`src/rtl/pitch_peak_tracker.sv`:
```
// pitch_peak_tracker
// Streams one autocorrelation value per lag. It finds the strongest lag inside
// [LAG_MIN, LAG_MAX], and a restoring divider converts that lag to pitch = FS / lag.
// Optional build macro PITCH_MEDIAN3_EN adds median-of-three smoothing of voiced pitch.
module pitch_peak_tracker #(
    parameter int DATA_W  = 72,
    parameter int IDX_W   = 10,
    parameter int LAG_MIN = 47,
    parameter int LAG_MAX = 141,
    parameter int FS      = 12000,
    parameter int PITCH_W = 14
) (
    input  logic               Clk,
    input  logic               Reset_n,
    input  logic               start,
    input  logic               is_voice,
    input  logic [DATA_W-1:0]  corr_data,
    input  logic               corr_valid,
    output logic               corr_ready,
    output logic               busy,
    output logic               done,
    output logic               voiced,
    output logic [IDX_W-1:0]   peak_idx,
    output logic [DATA_W-1:0]  peak_val,
    output logic [PITCH_W-1:0] pitch
);

    localparam int CNT_W = $clog2(PITCH_W + 1);
    localparam logic [IDX_W-1:0]   LAG_MIN_I = IDX_W'(LAG_MIN);
    localparam logic [IDX_W-1:0]   LAG_MAX_I = IDX_W'(LAG_MAX);
    // The quotient fits in PITCH_W bits, so only the low PITCH_W dividend bits are
    // shifted in. The bits above them preload the partial remainder, which is
    // always smaller than the divisor.
    localparam logic [PITCH_W-1:0] FS_LO     = PITCH_W'(FS);
    localparam logic [IDX_W-1:0]   FS_HI     = IDX_W'(FS >> PITCH_W);
    localparam logic [CNT_W-1:0]   DIV_LAST  = CNT_W'(PITCH_W - 1);
    localparam logic signed [DATA_W-1:0] MOST_NEG = {1'b1, {(DATA_W-1){1'b0}}};

    typedef enum logic [1:0] {S_IDLE, S_SCAN, S_DIVIDE, S_DONE} state_t;

    state_t                     state_q, state_d;
    logic                       voice_q, voice_d;
    logic [IDX_W-1:0]           lag_q, lag_d;
    logic signed [DATA_W-1:0]   max_q, max_d;
    logic [IDX_W-1:0]           idx_q, idx_d;
    logic [IDX_W-1:0]           rem_q, rem_d;
    logic [PITCH_W-1:0]         quo_q, quo_d;
    logic [PITCH_W-1:0]         dvd_q, dvd_d;
    logic [CNT_W-1:0]           div_cnt_q, div_cnt_d;
    logic                       corr_ready_q, corr_ready_d;
    logic                       busy_q, busy_d;
    logic                       done_q, done_d;
    logic                       voiced_q, voiced_d;
    logic [IDX_W-1:0]           peak_idx_q, peak_idx_d;
    logic [DATA_W-1:0]          peak_val_q, peak_val_d;
    logic [PITCH_W-1:0]         pitch_q, pitch_d;

    logic [IDX_W:0]             rem_shift;
    logic                       rem_ge;
    logic                       frame_voiced;
    logic                       in_window;

`ifdef PITCH_MEDIAN3_EN
    logic [PITCH_W-1:0]         hist0_q, hist0_d;
    logic [PITCH_W-1:0]         hist1_q, hist1_d;
    logic [1:0]                 hist_cnt_q, hist_cnt_d;

    function automatic logic [PITCH_W-1:0] med3(input logic [PITCH_W-1:0] a,
                                                 input logic [PITCH_W-1:0] b,
                                                 input logic [PITCH_W-1:0] c);
        logic [PITCH_W-1:0] lo;
        logic [PITCH_W-1:0] hi;
        lo = (a < b) ? a : b;
        hi = (a < b) ? b : a;
        if (c < lo)      return lo;
        else if (c > hi) return hi;
        else             return c;
    endfunction
`endif

    // Next-state logic: frame control, running peak search, divider steps and result capture
    always_comb begin
        state_d      = state_q;
        voice_d      = voice_q;
        lag_d        = lag_q;
        max_d        = max_q;
        idx_d        = idx_q;
        rem_d        = rem_q;
        quo_d        = quo_q;
        dvd_d        = dvd_q;
        div_cnt_d    = div_cnt_q;
        corr_ready_d = corr_ready_q;
        busy_d       = busy_q;
        done_d       = 1'b0;
        voiced_d     = voiced_q;
        peak_idx_d   = peak_idx_q;
        peak_val_d   = peak_val_q;
        pitch_d      = pitch_q;
`ifdef PITCH_MEDIAN3_EN
        hist0_d      = hist0_q;
        hist1_d      = hist1_q;
        hist_cnt_d   = hist_cnt_q;
`endif

        rem_shift    = {rem_q, dvd_q[PITCH_W-1]};
        rem_ge       = (rem_shift >= {1'b0, idx_q});
        frame_voiced = voice_q && !max_q[DATA_W-1] && (max_q != '0);
        in_window    = (lag_q >= LAG_MIN_I) && (lag_q <= LAG_MAX_I);

        case (state_q)
            S_IDLE: begin
                // A start coinciding with the done pulse belongs to the finished frame.
                if (start && !done_q) begin
                    voice_d      = is_voice;
                    lag_d        = '0;
                    max_d        = MOST_NEG;
                    idx_d        = LAG_MIN_I;
                    busy_d       = 1'b1;
                    corr_ready_d = 1'b1;
                    state_d      = S_SCAN;
                end
            end
            S_SCAN: begin
                if (corr_valid && corr_ready_q) begin
                    // Strict compare: ties keep the earliest lag.
                    if (in_window && ($signed(corr_data) > max_q)) begin
                        max_d = $signed(corr_data);
                        idx_d = lag_q;
                    end
                    lag_d = lag_q + 1'b1;
                    if (lag_q == LAG_MAX_I) begin
                        corr_ready_d = 1'b0;
                        rem_d        = FS_HI;
                        quo_d        = '0;
                        dvd_d        = FS_LO;
                        div_cnt_d    = '0;
                        state_d      = S_DIVIDE;
                    end
                end
            end
            S_DIVIDE: begin
                // Unvoiced frames still spend PITCH_W cycles here to keep latency constant.
                if (frame_voiced) begin
                    rem_d = rem_ge ? IDX_W'(rem_shift - {1'b0, idx_q}) : rem_shift[IDX_W-1:0];
                    quo_d = {quo_q[PITCH_W-2:0], rem_ge};
                    dvd_d = {dvd_q[PITCH_W-2:0], 1'b0};
                end
                div_cnt_d = div_cnt_q + 1'b1;
                if (div_cnt_q == DIV_LAST) begin
                    state_d = S_DONE;
                end
            end
            S_DONE: begin
                voiced_d   = frame_voiced;
                peak_idx_d = idx_q;
                peak_val_d = max_q;
`ifdef PITCH_MEDIAN3_EN
                if (!frame_voiced) begin
                    pitch_d    = '0;
                    hist_cnt_d = '0;
                end else begin
                    pitch_d    = (hist_cnt_q == 2'd2) ? med3(quo_q, hist0_q, hist1_q) : quo_q;
                    hist1_d    = hist0_q;
                    hist0_d    = quo_q;
                    if (hist_cnt_q != 2'd2) begin
                        hist_cnt_d = hist_cnt_q + 2'd1;
                    end
                end
`else
                pitch_d    = frame_voiced ? quo_q : '0;
`endif
                done_d     = 1'b1;
                busy_d     = 1'b0;
                state_d    = S_IDLE;
            end
            default: begin
                state_d = S_IDLE;
            end
        endcase
    end

    // State and output registers; reset aborts any frame in flight
    always_ff @(posedge Clk or negedge Reset_n) begin
        if (!Reset_n) begin
            state_q      <= S_IDLE;
            voice_q      <= 1'b0;
            lag_q        <= '0;
            max_q        <= '0;
            idx_q        <= '0;
            rem_q        <= '0;
            quo_q        <= '0;
            dvd_q        <= '0;
            div_cnt_q    <= '0;
            corr_ready_q <= 1'b0;
            busy_q       <= 1'b0;
            done_q       <= 1'b0;
            voiced_q     <= 1'b0;
            peak_idx_q   <= '0;
            peak_val_q   <= '0;
            pitch_q      <= '0;
`ifdef PITCH_MEDIAN3_EN
            hist0_q      <= '0;
            hist1_q      <= '0;
            hist_cnt_q   <= '0;
`endif
        end else begin
            state_q      <= state_d;
            voice_q      <= voice_d;
            lag_q        <= lag_d;
            max_q        <= max_d;
            idx_q        <= idx_d;
            rem_q        <= rem_d;
            quo_q        <= quo_d;
            dvd_q        <= dvd_d;
            div_cnt_q    <= div_cnt_d;
            corr_ready_q <= corr_ready_d;
            busy_q       <= busy_d;
            done_q       <= done_d;
            voiced_q     <= voiced_d;
            peak_idx_q   <= peak_idx_d;
            peak_val_q   <= peak_val_d;
            pitch_q      <= pitch_d;
`ifdef PITCH_MEDIAN3_EN
            hist0_q      <= hist0_d;
            hist1_q      <= hist1_d;
            hist_cnt_q   <= hist_cnt_d;
`endif
        end
    end

    assign corr_ready = corr_ready_q;
    assign busy       = busy_q;
    assign done       = done_q;
    assign voiced     = voiced_q;
    assign peak_idx   = peak_idx_q;
    assign peak_val   = peak_val_q;
    assign pitch      = pitch_q;

endmodule

```
`config.mk`:
```
export PLATFORM = sky130hd
export DESIGN_NAME = pitch_peak_tracker
export DESIGN_NICKNAME = d
export VERILOG_FILES = /design/src/rtl/pitch_peak_tracker.sv
export SDC_FILE = /design/constraint.sdc
export NUM_CORES = 1
export LEC_CHECK = 0
export BUFFER_PORTS_ARGS = -buffer_cell sky130_fd_sc_hd__buf_2
export CORE_MARGIN = 2
export CORE_UTILIZATION = 55
export DETAILED_ROUTE_END_ITERATION = 12
export HOLD_SLACK_MARGIN = 0.05
export PLACE_DENSITY = 0.74
export SYNTH_ARGS = -nofsm -noshare
export SYNTH_HDL_FRONTEND = slang
export SYNTH_SLANG_ARGS = --single-unit
```
`constraint.sdc`:
```
create_clock -name Clk -period 5.2 [get_ports Clk]
set_input_delay 0.26 -clock Clk [delete_from_list [all_inputs] [get_ports Clk]]
set_output_delay 0.26 -clock Clk [all_outputs]
set_load 0.03 [all_outputs]
```
==> After elaboration in Yosys (flattened, before gate mapping) <==
Index checks and enable logic that the tools add are counted.
{ "word_totals": {"ramBits": 0, "latch_bits": 0, "regBits": 237, "out_inout_bits": 100, "n_memories": 0, "mem_bits_ro": 0} }
{ "classes": {"n_mux": 39, "n_reduce_logical": 21, "mul": 0, "div_mod_pow": 0, "magnitude_cmp": 4, "bitwise_logic": 0, "eq_ne": 11, "shifts": 0, "addsub": 3} }
{ "ops": {"columns": ["operator", "n"], "rows": [
  ["$mux 72", 3],
  ["$pmux 72 s2", 1],
  ["$mux 14", 7],
  ["$mux 10", 9],
  ["$gt 72x72->1", 1],
  ["$reduce_bool 72->1", 1],
  ["$pmux 10 s2", 3],
  ["$pmux 14 s2", 2],
  ["$reduce_and 4->1", 4],
  ["$ne 2x2->1 const B", 6],
  ["$ge 11x10->1", 1],
  ["$add 10x1->10 const B", 1],
  ["$eq 10x8->1 const B", 1],
  ["$ge 10x6->1 const B", 1],
  ["$le 10x8->1 const B", 1],
  ["$sub 10x10->10", 1],
  ["$mux 2", 4],
  ["$mux 4", 2],
  ["$pmux 2 s4", 1],
  ["$pmux 4 s2", 1],
  ["$logic_and 1x1->1", 6],
  ["$reduce_and 3->1", 2],
  ["$reduce_bool 2->1", 3],
  ["$add 4x1->4 const B", 1],
  ["8 further kinds", 15]
]} }

==> Depth between registers and ports, before layout <==
Gate-level depths: netlist (run 1).
{ "depth": {"depth_word": 6, "mapped_depth": 12} }

==> Worst setup path before layout (run 1) <==
No wires, ideal clock.
{ "synth_timing": {"path_kind": "register -> register", "from": "reg max_q[5]", "to": "reg max_q[0]", "period_less_slack_ns": 2.615, "arrival_ns": 2.494, "setup_slack_ns": 2.585, "path_stages_with_launch": 12, "required_ns": 5.078, "n_path_buf": 2, "cell_sequence": "dfrtp_1 -> inv_1 -> ha_1 -> a21o_1 -> a21o_1 -> a211o_1 -> a2111oi_4 -> nand4_1 -> and3_4 -> buf_6 -> buf_6 -> a32o_1"} }
{ "synth_via": {"elab_chain_len": 4} }
{ "synth_lines": {"columns": ["item", "line_no", "rtl"], "rows": [
  ["start: declaration", "44", "logic signed [DATA_W-1:0] max_q, max_d;"],
  ["start signal: assignment", "210", "max_q <= max_d;"],
  ["$gt 72x72->1", "126", "if (in_window && ($signed(corr_data) > max_q)) begin"],
  ["$logic_and 1x1->1", "126", null],
  ["$ne 2x2->1 (no line)", null, null],
  ["$reduce_and 4->1 (no line)", null, null]
]} }
Every way passes these cells.
A chain may end at the register's enable or synchronous reset.

==> Worst setup path in the final report (run 1) <==
{ "layout_timing": {"from": "reg max_q[71]", "to": "reg max_q[41]"} }
Same word-level chain as after synthesis.

==> out/metrics.yaml, run 1 <==
cts_buffer_depth: 3
pin_count: 177
synthCells: 1152
max_freq_mhz: 271
stdcell_count: 1688
synth_nets: 1322
worst_pin_slew_ns: 1.09
core_area_mm2: 0.0217
arrival_ns: 4.13
die-height_um: 152
cts_tree: "done"
layout_common_cells: "232 x dfrtp_1, 188 x nand2_1, 175 x buf_2"
avgSynthCellArea_um2: 10.5
cts.clk_slew.worst_paths_ns: 0.06
hold_violations: 0
postRouteAntennaNets: 0
dr.first_iter.drc_count: 498
endpoint_kind: "flip-flop"
synth_edf_count: 0
grt_pass1_wl_um: 47900
cts.sinks: 232
area_growth_pct: 22.2
synthFlopType: "dfrtp_1"
port_buffers: 176
leakage_nw: 7.03
nNetsFinal: 1556
async_flop_share_pct: 100
place_congestion: 0.853
ctsResizeCount: 0
post_cts_buffers: 0
finalCritPeriodShare_pct: 70.9
tns_ns: 0
synth_warnings: 0
setup_viol: 0
critPathMaxFanout: 46
root_buffer: "clkbuf_16"
cts_made_buffers: 26
die_w_um: 152
powerDensity_mw_per_mm2: 342
holdBufCountCts: 74
place_inst: 1564
grt_use_total_pct: 25.0
clock_skew_ns: 0.0188
place_ws_ns: 1.51
rsz0062_at_grt: "false"
worst_slack_ns: 1.51
drc: 0
ys_seq_area_share_pct: 48.2
relSlewSlack_pct: 27.1
avgViaCountPerCell: 5.60
holdWs_ns: 0.112
drv_cap: 0
dieArea_mm2: 0.0231
place_hpwl_um: 19100
grt_max_degree: 119
critPathRequiredTime_ns: 5.64
wirelength_um: 29100
num_vias: 9449
layout-drive-gt1-share_pct: 22.6
clkLatencyLatePin_ns: 0.53
drv_slew: 0
ir_drop_uv: 386
gr-total-overflow: 0
synth_cell_type_count: 57
min_path_type: "primary input to flip-flop"
antenna_found_initial: 3
wl_per_cell_um: 17.2
crit_path_start_kind: "flip-flop"
htree_levels: 1
syn-cell-area_mm2: 0.0120
first_pass_iters: 4
start_util_pct: 55.5
min_period_ns: 3.69
mostFrequentLayoutCell: "dfrtp_1"
status: "completed"
grt_pass1_vias: 9573
critical_path_class: "flip-flop to flip-flop"
ys_ff_latch: 232
rows: 54
==> cells by family (layout without fill, tap and decap cells) <==
kind of cell	Yosys count	after routing	synth area share [%]
AOI/OAI and AO/OA	166	166	9.07
xor gates and xnor gates	15	15	1.09
adders and majority gates	93	93	9.72
buffers and inverters	165	418	5.76
DFF	232	232	48.2
muxes	159	159	14.1
other	0	3	0
and+or+nand+nor	322	322	12.1
==> flip-flops by register name, summed over array words and instances (netlist names) <==
| signal | count |
|---|---|
| busy | 1 |
| pitch | 14 |
| rem_q | 10 |
| div_cnt_q | 4 |
| idx_q | 10 |
| quo_q | 14 |
| voice_q | 1 |
| state_q | 2 |
| dvd_q | 9 |
| done | 1 |
| peak_val | 72 |
| peak_idx | 10 |
| voiced | 1 |
| corr_ready | 1 |
| max_q | 72 |
| lag_q | 10 |
==> synthesized netlist by cell type, types with 3 or more instances <==
cell type / n / area [µm²]
a22o_1: 17 / 149
nor3_1: 8 / 40.0
and3_1: 5 / 31.3
nand4_1: 23 / 144
dfrtp_1: 232 / 5810
xor2_1: 7 / 61.3
nand3_1: 27 / 135
xnor2_1: 8 / 70.1
mux2i_1: 75 / 751
nand2_1: 188 / 706
mux2_2: 84 / 946
clkbuf_1: 31 / 116
nor2_1: 26 / 97.6
a32oi_1: 5 / 43.8
nor4_1: 23 / 144
a21o_1: 14 / 105
inv_1: 115 / 432
o22a_1: 4 / 35.0
buf_1: 4 / 15.0
buf_2: 6 / 30.0
buf_6: 9 / 101
o31ai_1: 3 / 22.5
a21oi_1: 47 / 235
o21ai_0: 49 / 245
nand2b_1: 3 / 18.8
nor2b_1: 7 / 43.8
ha_1: 92 / 1150
a32o_1: 4 / 40.0
a211o_1: 3 / 26.3
==> worst max-delay path, stage by stage (launching register included) <==
cell and delay [ns]:
dfrtp_1 0.38, inv_1 0.08, ha_1 0.33, nand4_1 0.16
nor4_1 0.49, and3_1 0.34, nor2b_2 0.24, a2111oi_4 0.09
nand4_1 0.15, and3_4 0.69, buf_12 0.36, mux2i_1 0.25
==> power breakdown <==
part           internal, mW  switching [mW]  total, mW
sequential             1.91          0.0928       2.00
clock                  1.10           0.719       1.81
combinational         0.424           0.786       1.21
total                  3.43            1.60       5.03
==> layout make-up <==
class | count | area [µm²]
Inverter | 115 | 432
Fill cell | 1580 | 6970
Multi-Input combinational cell | 755 | 5560
Timing Repair Buffer | 256 | 1700
Tap cell | 280 | 350
Clock inverter | 7 | 62.6
Clock buffer | 40 | 795
Antenna cell | 3 | 7.51
Sequential cell | 232 | 5810
==> per-layer routing <==
layer / global-route usage (%) / up-vias / part of all wire, % / routed length [µm]
met5: 0 / - / 0 / 0
met4: 9.57 / 0 / 3.6 / 1050
met3: 4.19 / 72 / 4.9 / 1440
met2: 42.0 / 264 / 48 / 14000
met1: 32.6 / 4651 / 43 / 12600
li1: - / 4462 / - / -
==> worst paths after layout <==
kind | from | to | slack (ns) | depth (start not counted)
max | max_q[71] | max_q[41] | 1.51 | 11
min | start | voice_q | 0.11 | 3
max reg2reg | max_q[71] | max_q[41] | 1.51 | 11
min reg2reg | rem_q[9] | rem_q[9] | 0.49 | 2
max in group asynchronous | Reset_n | max_q[26] | 3.69 | 3
min in group asynchronous | Reset_n | peak_idx[9] | 0.41 | 2
==> per-stage QoR <==
| step | util, % | instance area, µm² | total power, mW |
|---|---|---|---|
| 2_1_floorplan | - | 12000 | 2.85 |
| 3_3_place_gp | 60.4 | 13100 | 3.16 |
| 3_5_place_dp | 60.4 | 13100 | 3.19 |
| 4_1_cts | 67.8 | 14700 | 5.06 |
| 5_1_grt | 67.8 | 14700 | 5.27 |
| 6_report | 67.8 | 14700 | 5.03 |
Note: power is estimated with default switching activity, not from simulation.
==> run 2: changes to the inputs <==
==> constraint.sdc (replaced) <==
create_clock -name Clk -period 3.5 [get_ports Clk]
set_input_delay 0.175 -clock Clk [delete_from_list [all_inputs] [get_ports Clk]]
set_output_delay 0.175 -clock Clk [all_outputs]
set_load 0.03 [all_outputs]
==> run 2 against run 1 <==
Sequential share of layout area is 0.094 points lower. Non-clock buffer count is 14 higher. Design area is 0.24% higher. Critical path depth stayed put. Count of clock-buffer cells in the layout is 6 lower. Cell count is 0.36% higher. Clock power is 36% higher. Combinational power is 52% higher. Clock skew is 0.0020 ns higher. Core utilization is 0.16 points higher. Wire length is 0.15% higher. Total power is 45% higher.
==> out/metrics.yaml, run 2 (synthesized netlist as in run 1, its figures left out) <==
status: "completed"
avgViaCountPerCell: 5.57
worst_path_most_repeated_cell: "nand4_1"
critPathRequiredTime_ns: 3.94
nNetsFinal: 1569
grt_use_total_pct: 25.1
cts.sinks: 232
cts_made_buffers: 25
drv_cap: 0
cts_tree: "done"
start_util_pct: 55.5
hold_depth: 5
rsz0062_at_grt: "false"
num_vias: 9428
drc: 0
first_pass_iters: 5
die_w_um: 152
ir_drop_uv: 370
crit_path_start_kind: "flip-flop"
critPathSlowestCell: "and3_4"
cts_buffer_depth: 3
max_freq_mhz: 310
grt_pass1_wl_um: 48400
core_area_mm2: 0.0217
min_from: "corr_valid"
layout_common_cells: "232 x dfrtp_1, 188 x nand2_1, 175 x buf_2"
grt_max_degree: 95
drv_slew: 0
relSlewSlack_pct: 27.5
gr-total-overflow: 0
cpPeakStageDelay_ns: 0.50
htree_levels: 1
area_growth_pct: 22.4
critical_path_class: "flip-flop to flip-flop"
dieArea_mm2: 0.0231
pin_count: 177
finalCritPeriodShare_pct: 92.1
root_buffer: "clkbuf_16"
mostFrequentLayoutCell: "dfrtp_1"
die-height_um: 152
wl_per_cell_um: 17.2
worst_pin_slew_ns: 1.08
clkLatencyLatePin_ns: 0.53
rows: 54
rr_endpoint: "max_q[30]"
cp_cell_sequence: "inv_1, ha_1, nand4_1, nor4_2, and3_1, nor2b_2, a2111oi_4, nand4_1, and3_4, buf_4, mux2i_1"
layout-drive-gt1-share_pct: 23.0
min_period_ns: 3.22
antenna_found_initial: 1
port_buffers: 176
cts.clk_slew.worst_paths_ns: 0.06
postRouteAntennaNets: 0
hold_violations: 0
setup_viol: 0
tns_ns: 0
arrival_ns: 3.67
place_congestion: 0.843
place_inst: 1577
stdcell_count: 1694
rrSetupSlack_ns: 0.28
r2r-start: "max_q[71]"
wirelength_um: 29100
r2r_cells: 11
min_path_type: "primary input to flip-flop"
powerDensity_mw_per_mm2: 493
clock_skew_ns: 0.0208
hold-path-endpoint: "dvd_q[6]"
leakage_nw: 7.05
endpoint_kind: "flip-flop"
dr.first_iter.drc_count: 459
setup.worst_path.start: "max_q[71]"
place_hpwl_um: 19500
critPathMaxFanout: 27
grt_pass1_vias: 9574
## run 2: cell types whose count changed in the layout (fill, tap and decap cells not counted), moves of 2 or more
cell / before / now
buf_12: 2 / 5
buf_4: 4 / 14
clkbuf_16: 27 / 25
clkbuf_8: 7 / 2
diode_2: 3 / 1
## run 2: area by class of cell
class | count | area [µm²]
Fill cell | 1583 | 6940
Sequential cell | 232 | 5810
Multi-Input combinational cell | 755 | 5570
Timing Repair Buffer | 270 | 1850
Clock buffer | 34 | 679
Inverter | 115 | 432
Tap cell | 280 | 350
Clock inverter | 7 | 66.3
Antenna cell | 1 | 2.50
## run 2: what timing repair did
action | CTS | global route
hold endpoints to repair | 163 | 0
endpoints found under the setup margin | 0 | 51
gates resized for setup | 0 | 1
hold buffers | 75 | 0
setup buffers | 0 | 0
## run 2: worst max-delay path by stage
stage	slack, ns	endpoint
after global routing	0.03	quo_q[1]
final	0.28	max_q[30]
after global placement	0.31	max_q[29]
after floorplan	0.88	max_q[0]
after CTS	0.18	max_q[30]
after detailed placement	0.22	max_q[30]
## run 2: power by group
part	switching [mW]	internal, mW	total [mW]
clock	1.04	1.42	2.46
sequential	0.136	2.84	2.97
combinational	1.18	0.660	1.84
total	2.36	4.92	7.27
## run 2: stage by stage
step | setup WS (ns) | hold WS, ns | utilization, % | power (mW) | cell area [µm²]
5_1_grt | 0.0324 | 0.227 | 68.0 | 7.65 | 14700
3_5_place_dp | 0.218 | 0.239 | 61.1 | 4.77 | 13200
4_1_cts | 0.185 | 0.179 | 68.0 | 7.32 | 14700
3_3_place_gp | 0.308 | 0.249 | 61.1 | 4.72 | 13200
6_report | 0.277 | 0.199 | 68.0 | 7.27 | 14700
2_1_floorplan | 0.885 | -0.121 | - | 4.23 | 12000
## run 2: metal layers
layer  vias to the layer above  global-route usage (%)  wire length (µm)
met1                      4586                    33.6             12500
met3                        75                    4.11              1610
met4                         0                    9.61              1080
met2                       285                    41.5             13900
met5                         -                       0                 0
li1                       4482                       -                 -
## run 2: worst max-delay path: cells and delay by family (launching register included)
family,cells,cell delay (ns)
mux,1,0.22
simple gates,6,1.72
flops,1,0.40
fa+ha+maj,1,0.34
compound gates,1,0.09
buf+inv,2,0.36
==> run 3: changes to the inputs <==
--- a/config.mk
+++ b/config.mk
@@ -6,7 +6,6 @@
 export NUM_CORES = 1
 export LEC_CHECK = 0
 export BUFFER_PORTS_ARGS = -buffer_cell sky130_fd_sc_hd__buf_2
-export CORE_MARGIN = 2
 export CORE_UTILIZATION = 55
 export DETAILED_ROUTE_END_ITERATION = 12
 export HOLD_SLACK_MARGIN = 0.05
==> run 3 against run 2 <==
Sequential power about the same. Design area rose by 0.96%. Critical path depth unchanged. First-iteration DRC count is 3.1% higher. Core utilization is 2.2 points higher.
==> out/metrics.yaml, run 3 (synthesized netlist as in run 1, its figures left out) <==
status: "completed"
antenna_found_initial: 2
layout-drive-gt1-share_pct: 23.3
worst_path_most_repeated_cell: "nand4_1"
setup_viol: 0
min_path_type: "primary input to flip-flop"
highest-signal-layer: "met4"
layout_common_cells: "232 x dfrtp_1, 188 x nand2_1, 175 x buf_2"
dr.first_iter.drc_count: 473
postRouteAntennaNets: 0
relSlewSlack_pct: 35.6
clkLatencyLatePin_ns: 0.53
fin_util_pct: 70.2
powerDensity_mw_per_mm2: 520
critPathSlowestCell: "nor4_1"
rows: 53
rr_endpoint: "max_q[63]"
holdWs_ns: 0.173
clock_skew_ns: 0.0201
min_from: "corr_valid"
num_vias: 9479
wirelength_um: 29200
port_buffers: 176
ir_drop_uv: 488
grt_pass1_vias: 9641
critical_path_class: "flip-flop to flip-flop"
hold-path-endpoint: "dvd_q[6]"
final_area_mm2: 0.0149
r2r-start: "max_q[71]"
gr-total-overflow: 0
wl_met1_um: 12600
grt_use_total_pct: 27.0
cts_tree: "done"
area_growth_pct: 23.6
nNetsFinal: 1571
regArea_mm2: 0.00581
place_area_mm2: 0.0132
die_w_um: 150
grt_pass1_wl_um: 48100
wl_met2_um: 14000
leakage_nw: 7.12
grt_max_degree: 98
dieArea_mm2: 0.0225
start_util_pct: 56.8
endpoint_kind: "flip-flop"
dr_wl_met3_um: 1510
drv_slew: 0
root_buffer: "clkbuf_16"
wl_per_cell_um: 17.2
critPathRequiredTime_ns: 3.93
pin_count: 177
avgViaCountPerCell: 5.59
finalCritPeriodShare_pct: 93.1
cts.sinks: 232
critPathMaxFanout: 13
cpPeakStageDelay_ns: 0.42
cts_buffer_depth: 3
htree_levels: 1
hold_violations: 0
die-height_um: 150
r2r_cells: 11
drv_cap: 0
n_fill_cell: 1536
first_pass_iters: 5
place_hpwl_um: 19500
hold_depth: 5
cp_cell_sequence: "inv_1, ha_1, nand4_1, nor4_1, and3_1, nor2b_2, a2111oi_4, nand4_1, and3_4, buf_4, mux2i_1"
post_cts_buffers: 0
drc: 0
worst_pin_slew_ns: 0.966
arrival_ns: 3.69
core_area_mm2: 0.0212
mostFrequentLayoutCell: "dfrtp_1"
cts_made_buffers: 26
place_congestion: 0.891
crit_path_start_kind: "flip-flop"
rrSetupSlack_ns: 0.24
max_freq_mhz: 307
multiInputGateArea_mm2: 0.00557
min_period_ns: 3.26
cts.clk_slew.worst_paths_ns: 0.06
run 3: worst max-delay path by stage:
stage / from / endpoint / slack, ns / cells after the start
4_1_cts: max_q[71] / max_q[67] / 0.14 / 11
3_3_place_gp: max_q[71] / max_q[56] / 0.23 / 11
3_5_place_dp: max_q[71] / max_q[57] / 0.16 / 11
2_1_floorplan: max_q[5] / max_q[0] / 0.88 / 11
5_1_grt: max_q[71] / max_q[63] / -0.05 / 11
6_report: max_q[71] / max_q[63] / 0.24 / 11
run 3: cell type report:
class | instances | share of cell area [%]
inverters | 115 | 2.90
clock buffers | 38 | 5.02
multi-input cells | 756 | 37.4
diodes | 2 | 0.0336
repair buffers | 270 | 12.2
flip-flops and latches | 232 | 39.0
clock inverters | 8 | 1.11
well taps | 275 | 2.31
run 3: repair_timing:
action	4_1_cts	5_1_grt
endpoints found under the setup margin	0	66
gates resized for setup	0	1
endpoints found under the hold margin	166	0
hold buffers	75	0
run 3: through the flow:
step / setup TNS (ns) / total power [mW] / worst slack, ns / std cells
3_3_place_gp: 0 / 4.73 / 0.227 / 1572
2_1_floorplan: 0 / 4.23 / 0.885 / 1152
4_1_cts: 0 / 7.78 / 0.142 / 1693
6_report: 0 / 7.74 / 0.242 / 1696
5_1_grt: -0.0500 / 8.12 / -0.0500 / 1696
3_5_place_dp: 0 / 4.78 / 0.159 / 1572
run 3: critical path, delay by kind of cell, from the launching register on:
kind            cells  cell delay (ns)
flops               1             0.39
mux                 1             0.24
simple gates        6             1.75
fa+ha+maj           1             0.35
compound gates      1             0.09
buf+inv             2             0.34
run 3: power breakdown:
group	internal, mW	switching (mW)	leakage (nW)
clock	1.84	1.08	0.446
sequential	2.84	0.137	3.13
combinational	0.658	1.20	3.55
run 3: routing by layer:
layer  up-vias  global-route usage (%)
met5         -                       0
met1      4608                    35.5
met4         0                    11.0
li1       4495                       -
met2       290                    45.0
met3        86                    3.87
